`src/rtl/param_sync_fifo.sv`:
```
// Single-clock FIFO with a count-derived status, registered or first-word-fall-through read, sticky errors.
// Registered mode: data 1 cycle after r_en. FWFT mode: head combinational. Dropped ops flagged, never stall.
module param_sync_fifo #(
   parameter int WIDTH     = 8,
   parameter int DEPTH     = 16,
   parameter int AF_THRESH = DEPTH - 2,
   parameter int AE_THRESH = 2,
   parameter int FWFT      = 0
) (
   input  logic                     clk,
   input  logic                     rst,
   input  logic                     w_en,
   input  logic [WIDTH-1:0]         data_in,
   input  logic                     r_en,
   input  logic                     clr_err,
   output logic [WIDTH-1:0]         data_out,
   output logic                     valid,
   output logic                     full,
   output logic                     empty,
   output logic                     almost_full,
   output logic                     almost_empty,
   output logic [$clog2(DEPTH):0]   count,
   output logic                     overflow,
   output logic                     underflow
);
   localparam int AW = $clog2(DEPTH);
   localparam int CW = AW + 1;
   localparam logic [CW-1:0] DEPTH_C = CW'(DEPTH);
   localparam logic [CW-1:0] AF_C    = CW'(AF_THRESH);
   localparam logic [CW-1:0] AE_C    = CW'(AE_THRESH);

   logic [WIDTH-1:0] mem [DEPTH];
   logic [AW-1:0]    wr_ptr;
   logic [AW-1:0]    rd_ptr;
   logic             wr_acc;
   logic             rd_acc;

   // Acceptance uses only the registered flags, so a read never frees a slot for a write in the same cycle.
   assign wr_acc       = w_en && !full;
   assign rd_acc       = r_en && !empty;
   assign full         = (count == DEPTH_C);
   assign empty        = (count == '0);
   assign almost_full  = (count >= AF_C);
   assign almost_empty = (count <= AE_C);

   always_ff @(posedge clk) begin
      if (!rst && wr_acc)
         mem[wr_ptr] <= data_in;
   end

   always_ff @(posedge clk) begin
      if (rst) begin
         wr_ptr    <= '0;
         rd_ptr    <= '0;
         count     <= '0;
         overflow  <= 1'b0;
         underflow <= 1'b0;
      end else begin
         if (wr_acc)
            wr_ptr <= wr_ptr + 1'b1;
         if (rd_acc)
            rd_ptr <= rd_ptr + 1'b1;
         case ({wr_acc, rd_acc})
            2'b10:   count <= count + CW'(1);
            2'b01:   count <= count - CW'(1);
            default: count <= count;
         endcase
         // A new error event wins over a clear arriving in the same cycle.
         if (w_en && full)
            overflow <= 1'b1;
         else if (clr_err)
            overflow <= 1'b0;
         if (r_en && empty)
            underflow <= 1'b1;
         else if (clr_err)
            underflow <= 1'b0;
      end
   end

   generate
      if (FWFT != 0) begin : g_fwft
         assign data_out = empty ? '0 : mem[rd_ptr];
         assign valid    = !empty;
      end else begin : g_reg
         logic [WIDTH-1:0] dout_q;
         logic             vld_q;
         always_ff @(posedge clk) begin
            if (rst) begin
               dout_q <= '0;
               vld_q  <= 1'b0;
            end else begin
               vld_q <= rd_acc;
               if (rd_acc)
                  dout_q <= mem[rd_ptr];
            end
         end
         assign data_out = dout_q;
         assign valid    = vld_q;
      end
   endgenerate
endmodule

```
`config.mk`:
```
export PLATFORM = sky130hd
export DESIGN_NAME = param_sync_fifo
export DESIGN_NICKNAME = d
export VERILOG_FILES = /design/src/rtl/param_sync_fifo.sv
export SDC_FILE = /design/constraint.sdc
export NUM_CORES = 1
export LEC_CHECK = 0
export ABC_AREA = 1
export CAP_MARGIN = 40
export CORE_MARGIN = 2
export CORE_UTILIZATION = 60
export CTS_CLUSTER_SIZE = 8
export DETAILED_ROUTE_END_ITERATION = 16
export PLACE_DENSITY = 0.8
export SLEW_MARGIN = 20
export SYNTH_ARGS = -nofsm -noshare
export SYNTH_HDL_FRONTEND = slang
export SYNTH_SLANG_ARGS = --single-unit
```
`constraint.sdc`:
```
create_clock -name clk -period 5.2 [get_ports clk]
set_input_delay 1.3 -clock clk [delete_from_list [all_inputs] [get_ports clk]]
set_output_delay 1.3 -clock clk [all_outputs]
set_load 0.02 [all_outputs]
```
## Word-level counts from Yosys, hierarchy flattened

Memory sizes are Yosys's and may differ from the RTL's. A register that Yosys moved wholly into a read port is not among the register bits.
Cells that the tools add are included.

- Input port bits: 13
- Bits in registers: 16
- RAM bits: 128
- Output and inout bits: 20
- Logic and storage cells: 34
- Memories: 1

- Magnitude comparators: 2
- $add $sub $neg: 4
- Reductions and logical operators: 12
- Eq/ne operators: 3
- Mux-type cells: 6

Memory list:

| memory | depth | bits a word | read ports | clocked after Yosys merged registers in | wr ports | line | RTL |
|---|---|---|---|---|---|---|---|
| mem | 16 | 8 | 1 | 1 | 1 | 32 | `logic [WIDTH-1:0] mem [DEPTH];` |

Operators by type and width:

| operator | number |
|---|---|
| one-hot mux 5 bit (2 select lines) | 1 |
| adder 4 x 1 -> 4 bit (second input constant) | 2 |
| nonzero test 2 bit | 3 |
| adder 5 x 1 -> 5 bit (second input constant) | 1 |
| equality test 5 bit (second input constant) | 1 |
| greater-or-equal comparator 5 x 4 -> 1 bit (second input constant) | 1 |
| less-or-equal comparator 5 x 2 -> 1 bit (second input constant) | 1 |
| logical AND 1 bit | 5 |
| logical NOT 5 bit | 1 |
| two-way mux 1 bit | 5 |
| subtractor 5 x 1 -> 5 bit (second input constant) | 1 |
| logical NOT 1 bit | 3 |
| equality test 2 x 1 -> 1 bit (second input constant) | 1 |
| equality test 2 bit (second input constant) | 1 |

## Longest topological paths before layout

Gate-level depths: netlist (run 1).

- Depth after elaboration: 6
- Depth in mapped cells: 16
- Gate-level depth less buffers: 15

## Least setup slack after synthesis (run 1)

OpenSTA, ideal clock, no wires.

- Path type: register to output
- Start: reg count[1]
- End: out almost_empty
- Cell stages (with the launch flop): 2
- Arrival: 1569 ps
- Setup slack: 2331 ps
- Required time: 3900 ps
- Cell sequence: dfxtp_1 a2111oi_0

- Cells in the longest elaborated chain, start to end: 1

Ends and longest elaborated chain:

| item | line | RTL |
|---|---|---|
| start: declaration | 22 | `output logic [$clog2(DEPTH):0] count,` |
| start signal: assignment | 64 | `2'b10: count <= count + CW'(1);` |
| start signal: assignment | 65 | `2'b01: count <= count - CW'(1);` |
| start signal: assignment | 66 | `default: count <= count;` |
| less-or-equal comparator 5 x 2 -> 1 bit | 44 | `assign almost_empty = (count <= AE_C);` |
| end: declaration | 21 | `output logic almost_empty,` |

No other way between the ends.

## Worst setup path after layout (run 1)

Same ends and word-level chain as after synthesis.

==> results of run 1 <==
-- critical path, stage by stage (launching register included) --
cell and delay [ps]:
sky130_fd_sc_hd__dfxtp_1 370, sky130_fd_sc_hd__a2111oi_0 400, sky130_fd_sc_hd__clkdlybuf4s50_1 680
-- layout make-up --
type / count / area (µm²) / area share
timing repair buffer: 36 / 374.1 / 0.04919
clock buffer: 20 / 425.4 / 0.05593
sequential: 152 / 4325 / 0.5687
multi-input combinational: 401 / 1813 / 0.2384
inverter: 97 / 364.1 / 0.04787
clock inverter: 12 / 128.9 / 0.01694
tap: 140 / 175.2 / 0.02303
-- synthesized netlist by cell type, types with 2 or more instances --
master                     count
sky130_fd_sc_hd__ha_1          9
sky130_fd_sc_hd__buf_6         2
sky130_fd_sc_hd__nand3_1      97
sky130_fd_sc_hd__buf_4         7
sky130_fd_sc_hd__nand2_2       3
sky130_fd_sc_hd__o21ai_1       4
sky130_fd_sc_hd__dfxtp_1      24
sky130_fd_sc_hd__buf_2        16
sky130_fd_sc_hd__inv_1        87
sky130_fd_sc_hd__inv_2        10
sky130_fd_sc_hd__xor2_1        4
sky130_fd_sc_hd__nand4_1       2
sky130_fd_sc_hd__o21ai_0       4
sky130_fd_sc_hd__a21oi_1      15
sky130_fd_sc_hd__nor2_1       35
sky130_fd_sc_hd__edfxtp_1    128
sky130_fd_sc_hd__clkbuf_1      4
sky130_fd_sc_hd__nand2_1     221
-- layer usage --
metal	global-route usage	vias up	share of wire
li1	-	2253	-
met1	0.3428	2156	0.39
met2	0.4418	220	0.50
met3	0.05691	36	0.083
met4	0.1049	0	0.027
met5	0	-	0
-- cell families after synthesis --
group	after synthesis	share of synthesized area
adders and majority gates	10	0.01987
and+or+nand+nor	359	0.2232
buffers and inverters	127	0.08060
DFF	152	0.6478
AOI/OAI and AO/OA	27	0.02193
xor gates and xnor gates	5	0.006560
-- path summary, 6_finish.rpt --
check,to,start
worst min register to register,underflow,underflow
worst min-delay path,underflow,underflow
worst max-delay path,almost_empty,count[1]
worst max register to register,count[4],count[4]
-- power groups by stage --
stage               Sequential [mW]  Clock [mW]  Combinational, mW
CTS                            1.45        1.15               1.05
floorplan                      1.51           0              0.675
global route                   1.45        1.20               1.17
global placement               1.47           0              0.995
finish                         1.45        1.14               1.06
detailed placement             1.47           0               1.04
-- state kept, by name, indices dropped and copies added, names as in the netlist --
register / flops
data_out: 8
count: 5
mem: 128
wr_ptr: 4
overflow: 1
valid: 1
underflow: 1
rd_ptr: 4
==> tab_implementation.tex, run 1 <==
\begin{tabular}{lr}
\hline
Metric & Value \\
\hline
\multicolumn{2}{l}{\textbf{Synthesis}} \\
Mapped Cells & 680 \\
Proportion of synthesized flip-flops having asynchronous set or reset & 0 \\
Post-synth design cell area & 0.006675 mm² \\
Post-Synthesis Net Count & 703 \\
Number of synthesized flops with an enable pin & 128 \\
Top post-synthesis cells by area & sky130\_fd\_sc\_hd\_\_edfxtp\_1 58\%, sky130\_fd\_sc\_hd\_\_nand2\_1 12\%, sky130\_fd\_sc\_hd\_\_nand3\_1 7.3\% \\
Most frequently used flop master after synthesis & sky130\_fd\_sc\_hd\_\_edfxtp\_1 \\
Portion of the post-synthesis area used by sequential elements & 0.6478 \\
Synthesis-stage register bit count & 152 \\
Area share of the largest cell type after synthesis & 0.5758 \\
Number of unique standard cell types used by synthesis & 26 \\
Synth warnings & 0 \\
Syn avg cell area & 9.816 µm² \\
Synth area leader & sky130\_fd\_sc\_hd\_\_edfxtp\_1 \\
\multicolumn{2}{l}{\textbf{Cells and area}} \\
Most common cell after layout, fill and taps aside & sky130\_fd\_sc\_hd\_\_nand2\_1 \\
Number of inserted diodes & 0 \\
Ratio of cells with drive above 1 in the final layout & 0.06546 \\
Area grow syn2layout & 13.95\% \\
Final core occ & 0.7016 \\
Commonest cells after routing, fill and taps aside & 221 x sky130\_fd\_sc\_hd\_\_nand2\_1, 128 x sky130\_fd\_sc\_hd\_\_edfxtp\_1, 97 x sky130\_fd\_sc\_hd\_\_nand3\_1 \\
Filler cell count in the final layout & 779 \\
Non-Filler Cell Area, Final & 0.007606 mm² \\
Net total in the final layout & 728 \\
Final cell count without fillers & 858 \\
\multicolumn{2}{l}{\textbf{Floorplan}} \\
Standard-cell row count & 38 \\
Effective utilization at floorplan & 0.6158 \\
Top-Level Pins & 33 \\
Die boundary width & 109.5 µm \\
Area of the die & 0.01198 mm² \\
Chip height & 109.5 µm \\
Total core area & 0.01084 mm² \\
\multicolumn{2}{l}{\textbf{Clock tree}} \\
CTS Buf Count & 17 \\
Clock tree from TritonCTS & done \\
Clock latency on the worst-skew pair & 530 ps \\
CTS Sinks & 152 \\
Number of buffers inserted to repair setup after CTS & 0 \\
Max Root-Sink Buffers & 2 \\
Hold-fix buffers, CTS & 0 \\
Clock transition at the register clock pins on the worst setup and hold paths after CTS & 60 ps \\
Cts repair resizes & 0 \\
Clock tree root driver cell & sky130\_fd\_sc\_hd\_\_clkbuf\_8 \\
H-tree level count & 4 \\
\multicolumn{2}{l}{\textbf{Placed design}} \\
\# placed instances & 825 \\
Placement Setup Slack & 1557 ps \\
Global placement routability congestion & 0.8881 \\
Placed cell area & 0.007041 mm² \\
Quantity of I/O buffers inserted on ports & 32 \\
Post-DP HPWL & 9567 µm \\
\multicolumn{2}{l}{\textbf{Worst setup path}} \\
Worst-path maximum fanout & 6 \\
Data arrival time at the worst-slack endpoint & 1970 ps \\
Setup slack on the worst flop-to-flop path & 2670 ps \\
Crit path required time & 3900 ps \\
Type of element capturing the critical path & output port \\
Worst Setup Path Type & flip-flop to output port \\
Worst Setup Start Kind & flip-flop \\
Worst reg-to-reg path cell count & 14 \\
\multicolumn{2}{l}{\textbf{Global routing}} \\
GRT Overall Usage & 0.2657 \\
Final global-route overflow total & 0 \\
Global-route wire length before repair & 22620 µm \\
Antenna violations before repair & 0 \\
Maximum number of pins on one net before global-route repair & 67 \\
Number of global-route vias before repair & 4375 \\
\multicolumn{2}{l}{\textbf{Drt}} \\
Via count & 4665 \\
First drt pass iteration count & 5 \\
Vias per inst & 5.437 \\
DRT iter0 DRCs & 521 \\
Wire length per cell & 17.23 µm \\
Final antenna-violating net count & 0 \\
Post-detailed-routing wire length & 14780 µm \\
Final routed DRC violation total & 0 \\
\multicolumn{2}{l}{\textbf{STA}} \\
Crit path time final & 3272 ps \\
Final Max Slew Viols & 0 \\
Min setup slack post-route & 1928 ps \\
Hold Slack & 468.8 ps \\
Worst clock skew & 9.724 ps \\
Sum of negative setup slack & 0 ps \\
F\_max & 305.6 MHz \\
Setup repair after global routing missed its margin & no \\
Total setup violations reported at the end of the flow & 0 \\
Relative slew margins & 0.4533 \\
Final Hold Vio Count & 0 \\
Transition at the pin with the smallest max-transition slack & 817.5 ps \\
Ratio of final minimum period to clock period & 0.6292 \\
\multicolumn{2}{l}{\textbf{Power and ir drop}} \\
Switching power as a share of total power & 0.3328 \\
Internal power & 2.433 mW \\
Combinational fraction of design power & 0.290 \\
Net switching power of the design & 1.214 mW \\
Reported leakage power & 3.173 nW \\
Power share of the sequential group & 0.397 \\
Maximum vdd ir drop & 0.4001 mV \\
PwrDens & 479.5 mW/mm² \\
Part of the power in the clock network & 0.313 \\
Sum of internal, switching and leakage power & 3.647 mW \\
\multicolumn{2}{l}{\textbf{Hold path}} \\
Worst hold-check path type & flip-flop to flip-flop \\
Hold Crit Depth & 2 \\
\multicolumn{2}{l}{\textbf{Run status}} \\
Outcome & complete, no violations \\
\multicolumn{2}{l}{\textbf{Flow run}} \\
Max-cap violations & 0 \\
\hline
\end{tabular}
Note: power is estimated with default switching activity, not from simulation.
==> run 2, diff against run 1 <==
Clock period 5.2 ns to 3.2 ns, I/O delays scaled along.
==> tab_implementation.tex, run 2 (synthesized netlist as in run 1, its figures left out) <==
\begin{tabular}{lr}
\hline
Metric & Value \\
\hline
\multicolumn{2}{l}{\textbf{STA}} \\
Final Hold Vio Count & 0 (unchanged) \\
Ratio of final minimum period to clock period & 0.9221 \\
Relative slew margins & 0.4963 (+0.04298) \\
Setup repair after global routing missed its margin & no \\
Worst clock skew & 8.679 ps (-1.044 ps) \\
Final Max Slew Viols & 0 (unchanged) \\
Sum of negative setup slack & 0 ps (unchanged) \\
Hold Slack & 461.7 ps (-7.039 ps) \\
Crit path time final & 2951 ps \\
Total setup violations reported at the end of the flow & 0 (unchanged) \\
Transition at the pin with the smallest max-transition slack & 753.2 ps (-64.27 ps) \\
F\_max & 338.9 MHz \\
\multicolumn{2}{l}{\textbf{Worst setup path}} \\
R2R Path Start & count[1] \\
Worst reg-to-reg path cell count & 13 (-1) \\
Data arrival time at the worst-slack endpoint & 2150 ps (+180 ps) \\
Worst-path maximum fanout & 6 (unchanged) \\
Chain of cells forming the critical path & a2111oi\_0 > clkdlybuf4s50\_1 \\
Worst Setup Start Kind & flip-flop \\
Reg-to-reg critical path endpoint & count[4] \\
Worst setup path endpoint & almost\_empty \\
Setup slack on the worst flop-to-flop path & 660 ps (-2010 ps) \\
Max stage delay cell, worst path & sky130\_fd\_sc\_hd\_\_clkdlybuf4s50\_1 \\
Highest cell delay on the worst timing path & 700 ps (+20 ps) \\
Worst Setup Path Type & flip-flop to output port \\
Crit path required time & 2400 ps (-1500 ps) \\
Start point of the critical path & count[1] \\
Type of element capturing the critical path & output port \\
\multicolumn{2}{l}{\textbf{Clock tree}} \\
Clock latency on the worst-skew pair & 540 ps (about the same) \\
Number of buffers inserted to repair setup after CTS & 0 (unchanged) \\
Cts repair resizes & 0 (unchanged) \\
Max Root-Sink Buffers & 2 (unchanged) \\
Hold-fix buffers, CTS & 0 (unchanged) \\
H-tree level count & 4 (unchanged) \\
CTS Buf Count & 17 (unchanged) \\
Clock tree root driver cell & sky130\_fd\_sc\_hd\_\_clkbuf\_8 \\
CTS Sinks & 152 (unchanged) \\
Clock tree from TritonCTS & done \\
Clock transition at the register clock pins on the worst setup and hold paths after CTS & 60 ps (about the same) \\
\multicolumn{2}{l}{\textbf{Drt}} \\
Highest routed metal layer & met4 \\
Routed wire length on met3 & 1045 µm (-15\%) \\
DRT iter0 DRCs & 424 (-19\%) \\
Post-detailed-routing wire length & 15500 µm (+4.9\%) \\
Routed met2 length & 7753 µm (+5.7\%) \\
Vias per inst & 5.508 (+1.3\%) \\
Wire length per cell & 17.70 µm (+2.7\%) \\
First drt pass iteration count & 7 (+2) \\
Via count & 4825 (+3.4\%) \\
M1 wire length & 6109 µm (+4.9\%) \\
Final routed DRC violation total & 0 (unchanged) \\
Final antenna-violating net count & 0 (unchanged) \\
\multicolumn{2}{l}{\textbf{Floorplan}} \\
Top-Level Pins & 33 (unchanged) \\
Standard-cell row count & 38 (unchanged) \\
Effective utilization at floorplan & 0.6158 (unchanged) \\
Total core area & 0.01084 mm² (unchanged) \\
Area of the die & 0.01198 mm² (unchanged) \\
Chip height & 109.5 µm (unchanged) \\
Die boundary width & 109.5 µm (unchanged) \\
\multicolumn{2}{l}{\textbf{Placed design}} \\
\# placed instances & 844 (+2.3\%) \\
Placed cell area & 0.007163 mm² (+1.7\%) \\
Quantity of I/O buffers inserted on ports & 32 (unchanged) \\
Post-DP HPWL & 9367 µm (-2.1\%) \\
Global placement routability congestion & 0.9068 (+2.1\%) \\
\multicolumn{2}{l}{\textbf{Power and ir drop}} \\
PwrDens & 796.9 mW/mm² (+66\%) \\
Maximum vdd ir drop & 0.4781 mV (+20\%) \\
Reported leakage power & 3.298 nW (+3.9\%) \\
\multicolumn{2}{l}{\textbf{Global routing}} \\
Global-route wire length before repair & 23850 µm (+5.5\%) \\
Number of global-route vias before repair & 4714 (+7.7\%) \\
Maximum number of pins on one net before global-route repair & 67 (unchanged) \\
Final global-route overflow total & 0 (unchanged) \\
GRT Overall Usage & 0.2763 (+0.01065) \\
Antenna violations before repair & 0 (unchanged) \\
\multicolumn{2}{l}{\textbf{Cells and area}} \\
Final cell count without fillers & 876 (+2.1\%) \\
Register bank with the most flops & mem \\
Number of inserted diodes & 0 (unchanged) \\
Net total in the final layout & 746 (+2.5\%) \\
Commonest cells after routing, fill and taps aside & 221 x sky130\_fd\_sc\_hd\_\_nand2\_1, 128 x sky130\_fd\_sc\_hd\_\_edfxtp\_1, 97 x sky130\_fd\_sc\_hd\_\_nand3\_1 \\
Most common cell after layout, fill and taps aside & sky130\_fd\_sc\_hd\_\_nand2\_1 \\
Non-Filler Cell Area, Final & 0.007781 mm² (+2.3\%) \\
Area grow syn2layout & 16.57\% \\
Ratio of cells with drive above 1 in the final layout & 0.09103 (+0.02557) \\
Flip-flop count of the largest register, all copies and words added & 128 (unchanged) \\
\multicolumn{2}{l}{\textbf{Run status}} \\
Outcome & complete, no violations \\
\multicolumn{2}{l}{\textbf{Flow run}} \\
Max-cap violations & 0 (unchanged) \\
\multicolumn{2}{l}{\textbf{Hold path}} \\
Worst hold-check path type & flip-flop to flip-flop \\
\hline
\end{tabular}
==> run 2: cell types whose count changed in the layout (fill, tap and decap cells not counted) <==
cell,change
sky130_fd_sc_hd__clkinv_2,-2
sky130_fd_sc_hd__clkinv_4,+4
sky130_fd_sc_hd__clkbuf_1,-2
sky130_fd_sc_hd__buf_4,+20
sky130_fd_sc_hd__inv_6,+1
sky130_fd_sc_hd__bufinv_16,+2
sky130_fd_sc_hd__clkinvlp_4,-3
sky130_fd_sc_hd__buf_16,-1
sky130_fd_sc_hd__buf_6,-1
==> run 2: report_power, final <==
part	total [mW]	switching [mW]	internal (mW)
combinational	1.79	1.20	0.590
sequential	2.34	0.0852	2.26
clock	2.07	0.796	1.27
==> run 2: stage by stage <==
stage | setup slack (ps) | util | power [mW]
3_3_place_gp | 441.6 | 0.6608 | 4.044
2_1_floorplan | 830.5 | - | 3.553
4_1_cts | 244.9 | 0.7178 | 6.180
3_5_place_dp | 146.7 | 0.6608 | 4.115
5_1_grt | 199.3 | 0.7178 | 6.446
6_report | 249.2 | 0.7178 | 6.201
==> run 2: area by class of cell <==
type,count,area (µm²)
clock buffers,18,417.9
clock inverters,14,200.2
fillers,734,3059
inverters,97,364.1
multi-input cells,401,1813
flip-flops and latches,152,4325
well taps,140,175.2
repair buffers,54,485.5
==> run 2: critical path, delay by kind of cell, from the launching register on <==
family	cells	cell delay (ps)
buffers and inverters	1	700
AO/OA/AOI/OAI	1	540
flip-flops	1	370
==> run 2: routing by layer <==
layer  up-vias  GRT usage
met5         -          0
met4         0     0.1365
met3        57    0.06461
met2       220     0.4541
met1      2256     0.3455
li1       2292          -
==> run 2: worst min path at each step <==
stage,to,depth (start not counted),start,slack [ps]
2_1_floorplan,wr_ptr[3],2,wr_ptr[3],470
3_3_place_gp,overflow,2,overflow,450
3_5_place_dp,overflow,2,overflow,460
4_1_cts,overflow,2,overflow,470
5_1_grt,overflow,2,overflow,490
6_report,overflow,2,overflow,460
